==> src/rtl/seg7_scan_driver.sv <==
// seg7_scan_driver: time-multiplexed 8-digit hex display driver with frame-aligned updates.
module seg7_scan_driver #(
    parameter int SCAN_DIV = 100000
) (
    input  logic        clk,
    input  logic        rst,
    input  logic [31:0] data_in,
    input  logic        load,
    input  logic [7:0]  dp_mask,
    input  logic        blank_lz,
    output logic [7:0]  o_seg,
    output logic [7:0]  o_sel,
    output logic        frame_done
);
    localparam int DW = (SCAN_DIV > 1) ? $clog2(SCAN_DIV) : 1;
    logic [DW-1:0] div_cnt;
    logic [2:0]    idx;
    logic [31:0]   shadow, disp;
    logic          pending, wrap;
    logic          tick, bnd, blank;
    logic [3:0]    nib;
    logic [6:0]    hex;
    assign tick  = div_cnt == DW'(SCAN_DIV - 1);
    assign bnd   = tick && idx == 3'd7;
    assign nib   = disp[{idx, 2'b00} +: 4];
    // A digit is leading-zero when it and everything above it is zero; digit 0 always shows.
    assign blank = blank_lz && idx != 3'd0 && (disp >> {idx, 2'b00}) == 32'd0;
    always_comb begin
        hex = 7'h7F;
        case (nib)
            4'h0: hex = 7'h40;
            4'h1: hex = 7'h79;
            4'h2: hex = 7'h24;
            4'h3: hex = 7'h30;
            4'h4: hex = 7'h19;
            4'h5: hex = 7'h12;
            4'h6: hex = 7'h02;
            4'h7: hex = 7'h78;
            4'h8: hex = 7'h00;
            4'h9: hex = 7'h10;
            4'hA: hex = 7'h08;
            4'hB: hex = 7'h03;
            4'hC: hex = 7'h46;
            4'hD: hex = 7'h21;
            4'hE: hex = 7'h06;
            4'hF: hex = 7'h0E;
        endcase
    end
    always_ff @(posedge clk or negedge rst) begin
        if (!rst) begin
            div_cnt    <= '0;
            idx        <= '0;
            shadow     <= '0;
            disp       <= '0;
            pending    <= 1'b0;
            wrap       <= 1'b0;
            o_seg      <= 8'hFF;
            o_sel      <= 8'hFF;
            frame_done <= 1'b0;
        end else begin
            div_cnt <= tick ? '0 : div_cnt + 1'b1;
            if (tick) idx <= idx + 1'b1;
            if (load) shadow <= data_in;
            // A load landing on the boundary bypasses the shadow so it shows one cycle later.
            if (bnd) disp <= load ? data_in : (pending ? shadow : disp);
            pending    <= bnd ? 1'b0 : (pending | load);
            wrap       <= bnd;
            frame_done <= wrap;
            o_seg      <= blank ? 8'hFF : {~dp_mask[idx], hex};
            o_sel      <= ~(8'h01 << idx);
        end
    end
endmodule

==> config.mk <==
export PLATFORM = sky130hd
export DESIGN_NAME = seg7_scan_driver
export DESIGN_NICKNAME = d
export VERILOG_FILES = /design/src/rtl/seg7_scan_driver.sv
export SDC_FILE = /design/constraint.sdc
export NUM_CORES = 1
export LEC_CHECK = 0
export ABC_AREA = 1
export ABC_CLOCK_PERIOD_IN_PS = 4240
export BUFFER_PORTS_ARGS = -buffer_cell sky130_fd_sc_hd__buf_2
export CORE_MARGIN = 2
export CORE_UTILIZATION = 40
export CTS_CLUSTER_DIAMETER = 40
export CTS_CLUSTER_SIZE = 28
export DETAILED_ROUTE_END_ITERATION = 8
export GPL_TIMING_DRIVEN = 0
export HOLD_SLACK_MARGIN = 0.15
export SLEW_MARGIN = 0
export SYNTH_ARGS = -nofsm -noshare
export SYNTH_HDL_FRONTEND = slang
export SYNTH_SLANG_ARGS = --single-unit
==> constraint.sdc <==
create_clock -name clk -period 4.24 [get_ports clk]
set_clock_uncertainty 0.1 [all_clocks]
set_input_delay 0.424 -clock clk [delete_from_list [all_inputs] [get_ports clk]]
set_output_delay 0.424 -clock clk [all_outputs]
set_load 0.005 [all_outputs]
==> flow_summary_export.csv, run 1 <==
group,metric,value,unit
timing,report.final.slew_viol_count,0,
floorplanning,coreArea,13100,sq um
timing,worstMarginPinSlew,0.717,ns
drt,vias,4404,
power_and_ir_drop,peakVddDrop,0.000185,V
place,io_buffers,59,
synthesis,syn-num-nets,725,
global_route,grt_pass1_vias,4601,
timing,max_freq,0.331,GHz
worst_setup_path,crit_chain,"buf_2 > buf_2 > nand2_1 > nand3_1 > nand2_1 > o21ai_0 > inv_1 > ha_1 > inv_1 > nor2_1 > o21ai_0 > nor2_1 > nand2_1 > nor2_1 > nand3_2 > nand2_1",
outcome,status,"complete, no violations",
place,gp_congestion,0.900,
floorplanning,pin_count,61,
synthesis,synthDistinctLibCells,34,
cts,numCtsBuffers,9,
floorplanning,die_area,14200,sq um
worst_setup_path,critPathMaxStageDelay,0.58,ns
synthesis,syn_area,5300,sq um
worst_setup_path,crit_required,4.42,ns
timing,rsz0062_at_grt,"false",
place,dpl.hpwl,9320,um
floorplanning,die_height,119,um
power_and_ir_drop,p_comb_share,8.9,%
place,pre_cts_ws,1.26,ns
cts,clock_path_buffers,2,
power_and_ir_drop,internal_power,1.64,mW
power_and_ir_drop,switching_share,24.2,%
worst_setup_path,cp-start-kind,"flop",
finish,ff_latch_area,2600,sq um
place,place_area,5840,sq um
synthesis,yosys.area.top_type_share,41.1,%
worst_setup_path,critPathMaxFanout,10,
synthesis,synth-seq-cells,103,
power_and_ir_drop,netSwitchingPower,0.525,mW
global_route,track_usage,19.1,%
worst_setup_path,crit_family,"simple AND/OR/NAND/NOR gates",
drt,drtIter0Drc,335,
worst_setup_path,arrival,3.21,ns
finish,antennaDiodeCount,0,
synthesis,synth-edff-count,0,
drt,drc,0,
cts,clock_latency,0.36,ns
cts,post_cts_buffers,0,
worst_hold_path,hold_class,"primary input to flop",
synthesis,syn-mean-instance-area,7.93,sq um
timing,setup_viol,0,
timing,slew_headroom,51.7,%
worst_setup_path,r2r_start,"idx[0]",
synthesis,ys_warn_count,0,
finish,final_nets,797,
worst_setup_path,crit_type,"flop to flop",
worst_hold_path,hp-start,"data_in[21]",
global_route,grt-ovfl-total,0,
finish,finish.utilization,47.3,%
synthesis,netlist_instances,668,
cts,tritoncts,"built",
global_route,grt_first_pass_wirelength,21700,um
place,place_inst,904,
finish,multiInputGateArea,2290,sq um
power_and_ir_drop,pwr-share-clk,42.0,%
timing,fin_ws,1.22,ns
global_route,antenna_found_initial,0,
finish,fillerInstances,1317,
worst_setup_path,path_common_cell,"nand2_1",
worst_setup_path,crit_buf_inv,4,
drt,drtAntennaViolNets,0,
drt,drt-total-wl,12400,um
drt,via_per_inst,4.78,
synthesis,yosysTopAreaCell,"dfrtp_1",
floorplanning,rows,42,
floorplanning,die_x,119,um
power_and_ir_drop,power.leakage,3.15,nW
floorplanning,start_util,40.5,%
synthesis,synth_ff_type,"dfrtp_1",
cts,cts_root_buf,"clkbuf_16",
drt,first_pass_iters,5,
worst_setup_path,worstSetupEndpointType,"flop",
power_and_ir_drop,power_density,351,nW/um^2
finish,syn_to_final_growth,16.8,%
synthesis,synthArstFlopShare,100,%
worst_setup_path,startpoint,"idx[0]",
cts,clk_pin_slew,0.07,ns
timing,finalCritPeriodShare,71.3,%
finish,finalNonFillerCells,921,
timing,hold_viol,0,
job,maxCapViolations,0,
cts,h-tree-depth,3,
power_and_ir_drop,pwr-share-seq,49.0,%
worst_setup_path,slowest_stage,"o21ai_0",
global_route,grt_max_degree,57,
timing,tns,0,ns
timing,period_needed,3.02,ns
synthesis,synth-seq-area-share,49.0,%
finish,drive_gt1_share,20.3,%
drt,wl_per_cell,13.5,um
finish,final_area,6190,sq um
cts,clkSinkCount,103,
synthesis,synth_area_leaders,"dfrtp_1 41%, nand2_1 19%, dfstp_2 7.9%, nand3_1 4.6%, o21ai_2 4.6%",
==> worst reg2reg max path, stage by stage (launching register included) <==
cell,delay (ns)
dfrtp_1,0.38
buf_2,0.22
buf_2,0.29
nand2_1,0.12
nand3_1,0.10
nand2_1,0.08
o21ai_0,0.58
inv_1,0.19
ha_1,0.24
inv_1,0.08
nor2_1,0.05
o21ai_0,0.06
nor2_1,0.07
nand2_1,0.07
nor2_1,0.04
nand3_2,0.19
nand2_1,0.09
==> metrics by stage <==
| step | hold slack (ns) | power (mW) |
|---|---|---|
| after global placement | 0.241 | 1.27 |
| after detailed placement | 0.245 | 1.28 |
| after global routing | 0.201 | 2.27 |
| after CTS | 0.178 | 2.20 |
| final | 0.189 | 2.17 |
| after floorplan | 0.0284 | 1.19 |
==> cells in the final DEF (no fill, tap or decap), types with 2 or more instances in the layout <==
master,Yosys,layout
inv_1,63,63
nor2_1,42,42
dfstp_2,16,16
o21ai_0,22,22
buf_2,10,68
o21ai_2,28,28
nand3_1,49,49
clkbuf_1,10,10
nor3_1,6,6
a21oi_1,6,6
nor2_4,3,3
inv_2,3,3
dfrtp_1,87,87
nand2_2,4,4
clkbuf_16,0,11
ha_1,13,13
nand2_1,267,267
clkinvlp_4,0,3
o22ai_1,3,3
buf_6,6,6
xor2_1,8,8
nand4_1,3,3
nand3b_1,2,2
nor4_1,3,3
o21ai_1,3,3
==> flip-flops by register name, indices dropped and copies added (netlist names) <==
name	cells
idx	3
o_seg	8
disp	32
shadow	32
o_sel	8
pending	1
div_cnt	17
frame_done	1
wrap	1
==> cells in the mapped netlist (4+ instances only) <==
cell type,number
dfstp_2,16
nand2_1,267
a21oi_1,6
nand2_2,4
xor2_1,8
nand3_1,49
clkbuf_1,10
o21ai_0,22
nor2_1,42
nor3_1,6
buf_6,6
o21ai_2,28
inv_1,63
buf_2,10
ha_1,13
dfrtp_1,87
==> logic make-up (layout without fill, tap and decap cells) <==
family	count (synthesis)	in the layout	share of synthesized area, %
xor gates and xnor gates	8	8	1.32
AOI/OAI and AO/OA	67	67	8.69
buffers and inverters	93	170	7.70
DFF	103	103	49.0
and+or+nand+nor	384	384	30.2
adders and majority gates	13	13	3.07
==> power groups by stage <==
stage / Sequential, mW / Clock (mW) / Combinational [mW]
CTS: 1.06 / 0.934 / 0.197
floorplan: 1.08 / 0 / 0.115
global route: 1.07 / 0.970 / 0.227
global placement: 1.08 / 0 / 0.187
finish: 1.06 / 0.913 / 0.194
detailed placement: 1.08 / 0 / 0.196
==> layout make-up <==
cell class                 count  share of cell area [%]
multi-input combinational    472                    37.0
clock inverter                 5                   0.990
clock buffer                  11                    4.45
inverter                      66                    4.00
timing repair buffer          61                    5.42
tap                          176                    3.56
sequential                   103                    42.0
buffer                        27                    2.59
==> what timing repair did <==
item | CTS | global route
hold endpoints to repair | 39 | 0
gates resized for setup | 0 | 0
hold buffers | 1 | 0
==> worst paths after layout <==
check / slack, ns / depth (start not counted) / to
max: 1.22 / 16 / o_seg[0]
min: 0.19 / 3 / shadow[21]
max reg2reg: 1.22 / 16 / o_seg[0]
min reg2reg: 0.25 / 0 / frame_done
max in group asynchronous: 2.79 / 3 / o_seg[3]
min in group asynchronous: 0.53 / 2 / shadow[7]
==> metal layers <==
metal | routed length [um] | global-route usage (%) | share of wire [%]
met1 | 5760 | 24.4 | 46
met2 | 5740 | 31.3 | 46
met3 | 527 | 3.07 | 4.2
met4 | 420 | 9.82 | 3.4
met5 | 0 | 0 | 0
No activity file was read; power rests on OpenSTA's default activity.
==> inputs of run 2 (changes only) <==
--- a/config.mk
+++ b/config.mk
@@ -6,7 +6,7 @@
 export NUM_CORES = 1
 export LEC_CHECK = 0
 export ABC_AREA = 1
-export ABC_CLOCK_PERIOD_IN_PS = 4240
+export ABC_CLOCK_PERIOD_IN_PS = 3000
 export BUFFER_PORTS_ARGS = -buffer_cell sky130_fd_sc_hd__buf_2
 export CORE_MARGIN = 2
 export CORE_UTILIZATION = 40
==> constraint.sdc (replaced) <==
create_clock -name clk -period 3 [get_ports clk]
set_clock_uncertainty 0.1 [all_clocks]
set_input_delay 0.3 -clock clk [delete_from_list [all_inputs] [get_ports clk]]
set_output_delay 0.3 -clock clk [all_outputs]
set_load 0.005 [all_outputs]
==> flow_summary_export.csv, run 2 (same netlist as run 1, synthesis figures left out) <==
group,metric,value,unit
finish,antennaDiodeCount,0,
worst_setup_path,crit_type,"flop to flop",
global_route,antenna_found_initial,0,
power_and_ir_drop,internal_power,2.35,mW
worst_setup_path,crit_buf_inv,4,
power_and_ir_drop,power,3.10,mW
timing,slew_headroom,54.2,%
timing,tns,0,ns
place,io_buffers,59,
outcome,status,"complete, no violations",
drt,wl_per_cell,13.3,um
place,pre_cts_ws,0.0184,ns
finish,layout_common_cells,"267 x nand2_1, 87 x dfrtp_1, 66 x buf_2",
cts,clkSinkCount,103,
drt,drtAntennaViolNets,0,
power_and_ir_drop,p_comb_share,9.9,%
global_route,grt_max_degree,57,
drt,via_per_inst,4.73,
timing,setup_viol,0,
finish,largestRegisters,"disp: 32 flops, shadow: 32 flops, div_cnt: 17 flops",
finish,finish.utilization,49.9,%
cts,tritoncts,"built",
worst_setup_path,critPathMaxStageDelay,0.40,ns
drt,drt-total-wl,12700,um
drt,first_pass_iters,4,
worst_hold_path,hold_class,"flop to flop",
floorplanning,die_area,14200,sq um
timing,period_needed,2.67,ns
power_and_ir_drop,pwr-share-seq,48.5,%
worst_setup_path,crit_chain,"buf_2 > inv_2 > buf_2 > nand2_1 > nand2_1 > nand2_1 > nand2_1 > nand2_1 > nand2_1 > ha_1 > inv_1 > nor2_1 > o21ai_0 > nor2_1 > nand2_1 > nor2_1 > nand3_4 > nand2_1",
drt,drtIter0Drc,296,
worst_setup_path,crit_family,"simple AND/OR/NAND/NOR gates",
cts,h-tree-depth,3,
global_route,grt_first_pass_wirelength,21900,um
worst_setup_path,crit_required,3.20,ns
floorplanning,die_height,119,um
timing,finalCritPeriodShare,89.0,%
worst_setup_path,arrival,2.87,ns
worst_setup_path,r2r_start,"idx[0]",
cts,cts_root_buf,"clkbuf_16",
floorplanning,pin_count,61,
timing,report.final.slew_viol_count,0,
finish,drive_gt1_share,19.7,%
worst_hold_path,holdPathEnd,"frame_done",
drt,vias,4507,
timing,worstMarginPinSlew,0.685,ns
timing,fin_ws,0.329,ns
place,dpl.hpwl,9320,um
place,place_inst,904,
timing,holdWs,0.250,ns
worst_setup_path,worstSetupEndpointType,"flop",
finish,layout_commonest_cell,"nand2_1",
power_and_ir_drop,power.leakage,3.29,nW
cts,clock_path_buffers,2,
power_and_ir_drop,peakVddDrop,0.000262,V
power_and_ir_drop,netSwitchingPower,0.748,mW
global_route,grt-ovfl-total,0,
job,maxCapViolations,0,
worst_setup_path,path_common_cell,"nand2_1",
place,place_area,5840,sq um
floorplanning,start_util,40.5,%
worst_setup_path,slowest_stage,"dfrtp_1",
worst_setup_path,critPathMaxFanout,10,
place,gp_congestion,0.900,
timing,rsz0062_at_grt,"false",
finish,finalNonFillerCells,953,
power_and_ir_drop,pwr-share-clk,41.6,%
floorplanning,rows,42,
worst_setup_path,r2r-end,"o_seg[0]",
worst_setup_path,rrSetupSlack,0.33,ns
global_route,grt_pass1_vias,4682,
timing,hold_viol,0,
global_route,track_usage,19.4,%
power_and_ir_drop,switching_share,24.1,%
finish,final_nets,829,
cts,clock_latency,0.36,ns
drt,drc,0,
worst_hold_path,hold_depth,0,
worst_setup_path,cp-start-kind,"flop",
worst_hold_path,hp-start,"wrap",
timing,max_freq,0.374,GHz
power_and_ir_drop,power_density,475,nW/um^2
cts,clk_pin_slew,0.07,ns
worst_setup_path,worstRegToRegCells,18,
cts,numCtsBuffers,9,
finish,final_area,6530,sq um
finish,syn_to_final_growth,23.2,%
worst_setup_path,path_depth,18,
floorplanning,die_x,119,um
floorplanning,coreArea,13100,sq um
[run 2: how the worst max path moves through the flow]
stage               startpoint  endpoint
floorplan               idx[0]  o_seg[0]
global placement        idx[0]  o_seg[0]
detailed placement      idx[0]  o_seg[0]
CTS                     idx[0]  o_seg[0]
global route            idx[1]  o_seg[7]
finish                  idx[0]  o_seg[0]
[run 2: area by class of cell]
type / count / area [sq um]
buffer: 27 / 166
clock buffer: 11 / 275
clock inverter: 5 / 61.3
fill: 1283 / 6560
inverter: 66 / 248
multi-input combinational: 472 / 2300
sequential: 103 / 2600
tap: 176 / 220
timing repair buffer: 93 / 656
[run 2: metal layers]
layer	track usage, %	part of all wire, %	routed length (um)
met5	0	0	0
met4	9.82	3.1	398
met3	2.97	3.1	389
met2	32.2	47	5970
met1	24.5	47	5920
[run 2: power groups by stage]
| stage | logic, mW | registers [mW] | clock network [mW] |
|---|---|---|---|
| 4_1_cts | 0.310 | 1.50 | 1.32 |
| 3_5_place_dp | 0.277 | 1.53 | 0 |
| 2_1_floorplan | 0.163 | 1.52 | 0 |
| 5_1_grt | 0.355 | 1.51 | 1.37 |
| 6_report | 0.307 | 1.50 | 1.29 |
| 3_3_place_gp | 0.265 | 1.53 | 0 |
[run 2: worst reg2reg max path, cell delays in order, from the launching register on]
cell	delay [ns]
dfrtp_1	0.40
buf_2	0.19
inv_2	0.08
buf_2	0.21
nand2_1	0.09
nand2_1	0.09
nand2_1	0.08
nand2_1	0.09
nand2_1	0.06
nand2_1	0.20
ha_1	0.18
inv_1	0.06
nor2_1	0.10
o21ai_0	0.08
nor2_1	0.12
nand2_1	0.06
nor2_1	0.16
nand3_4	0.16
nand2_1	0.10
[run 2: timing repair]
item,4_1_cts,5_1_grt
setup endpoints to repair,0,8
hold buffers,33,0
resized for setup,0,7
setup buffers,0,0
hold endpoints to repair,71,0
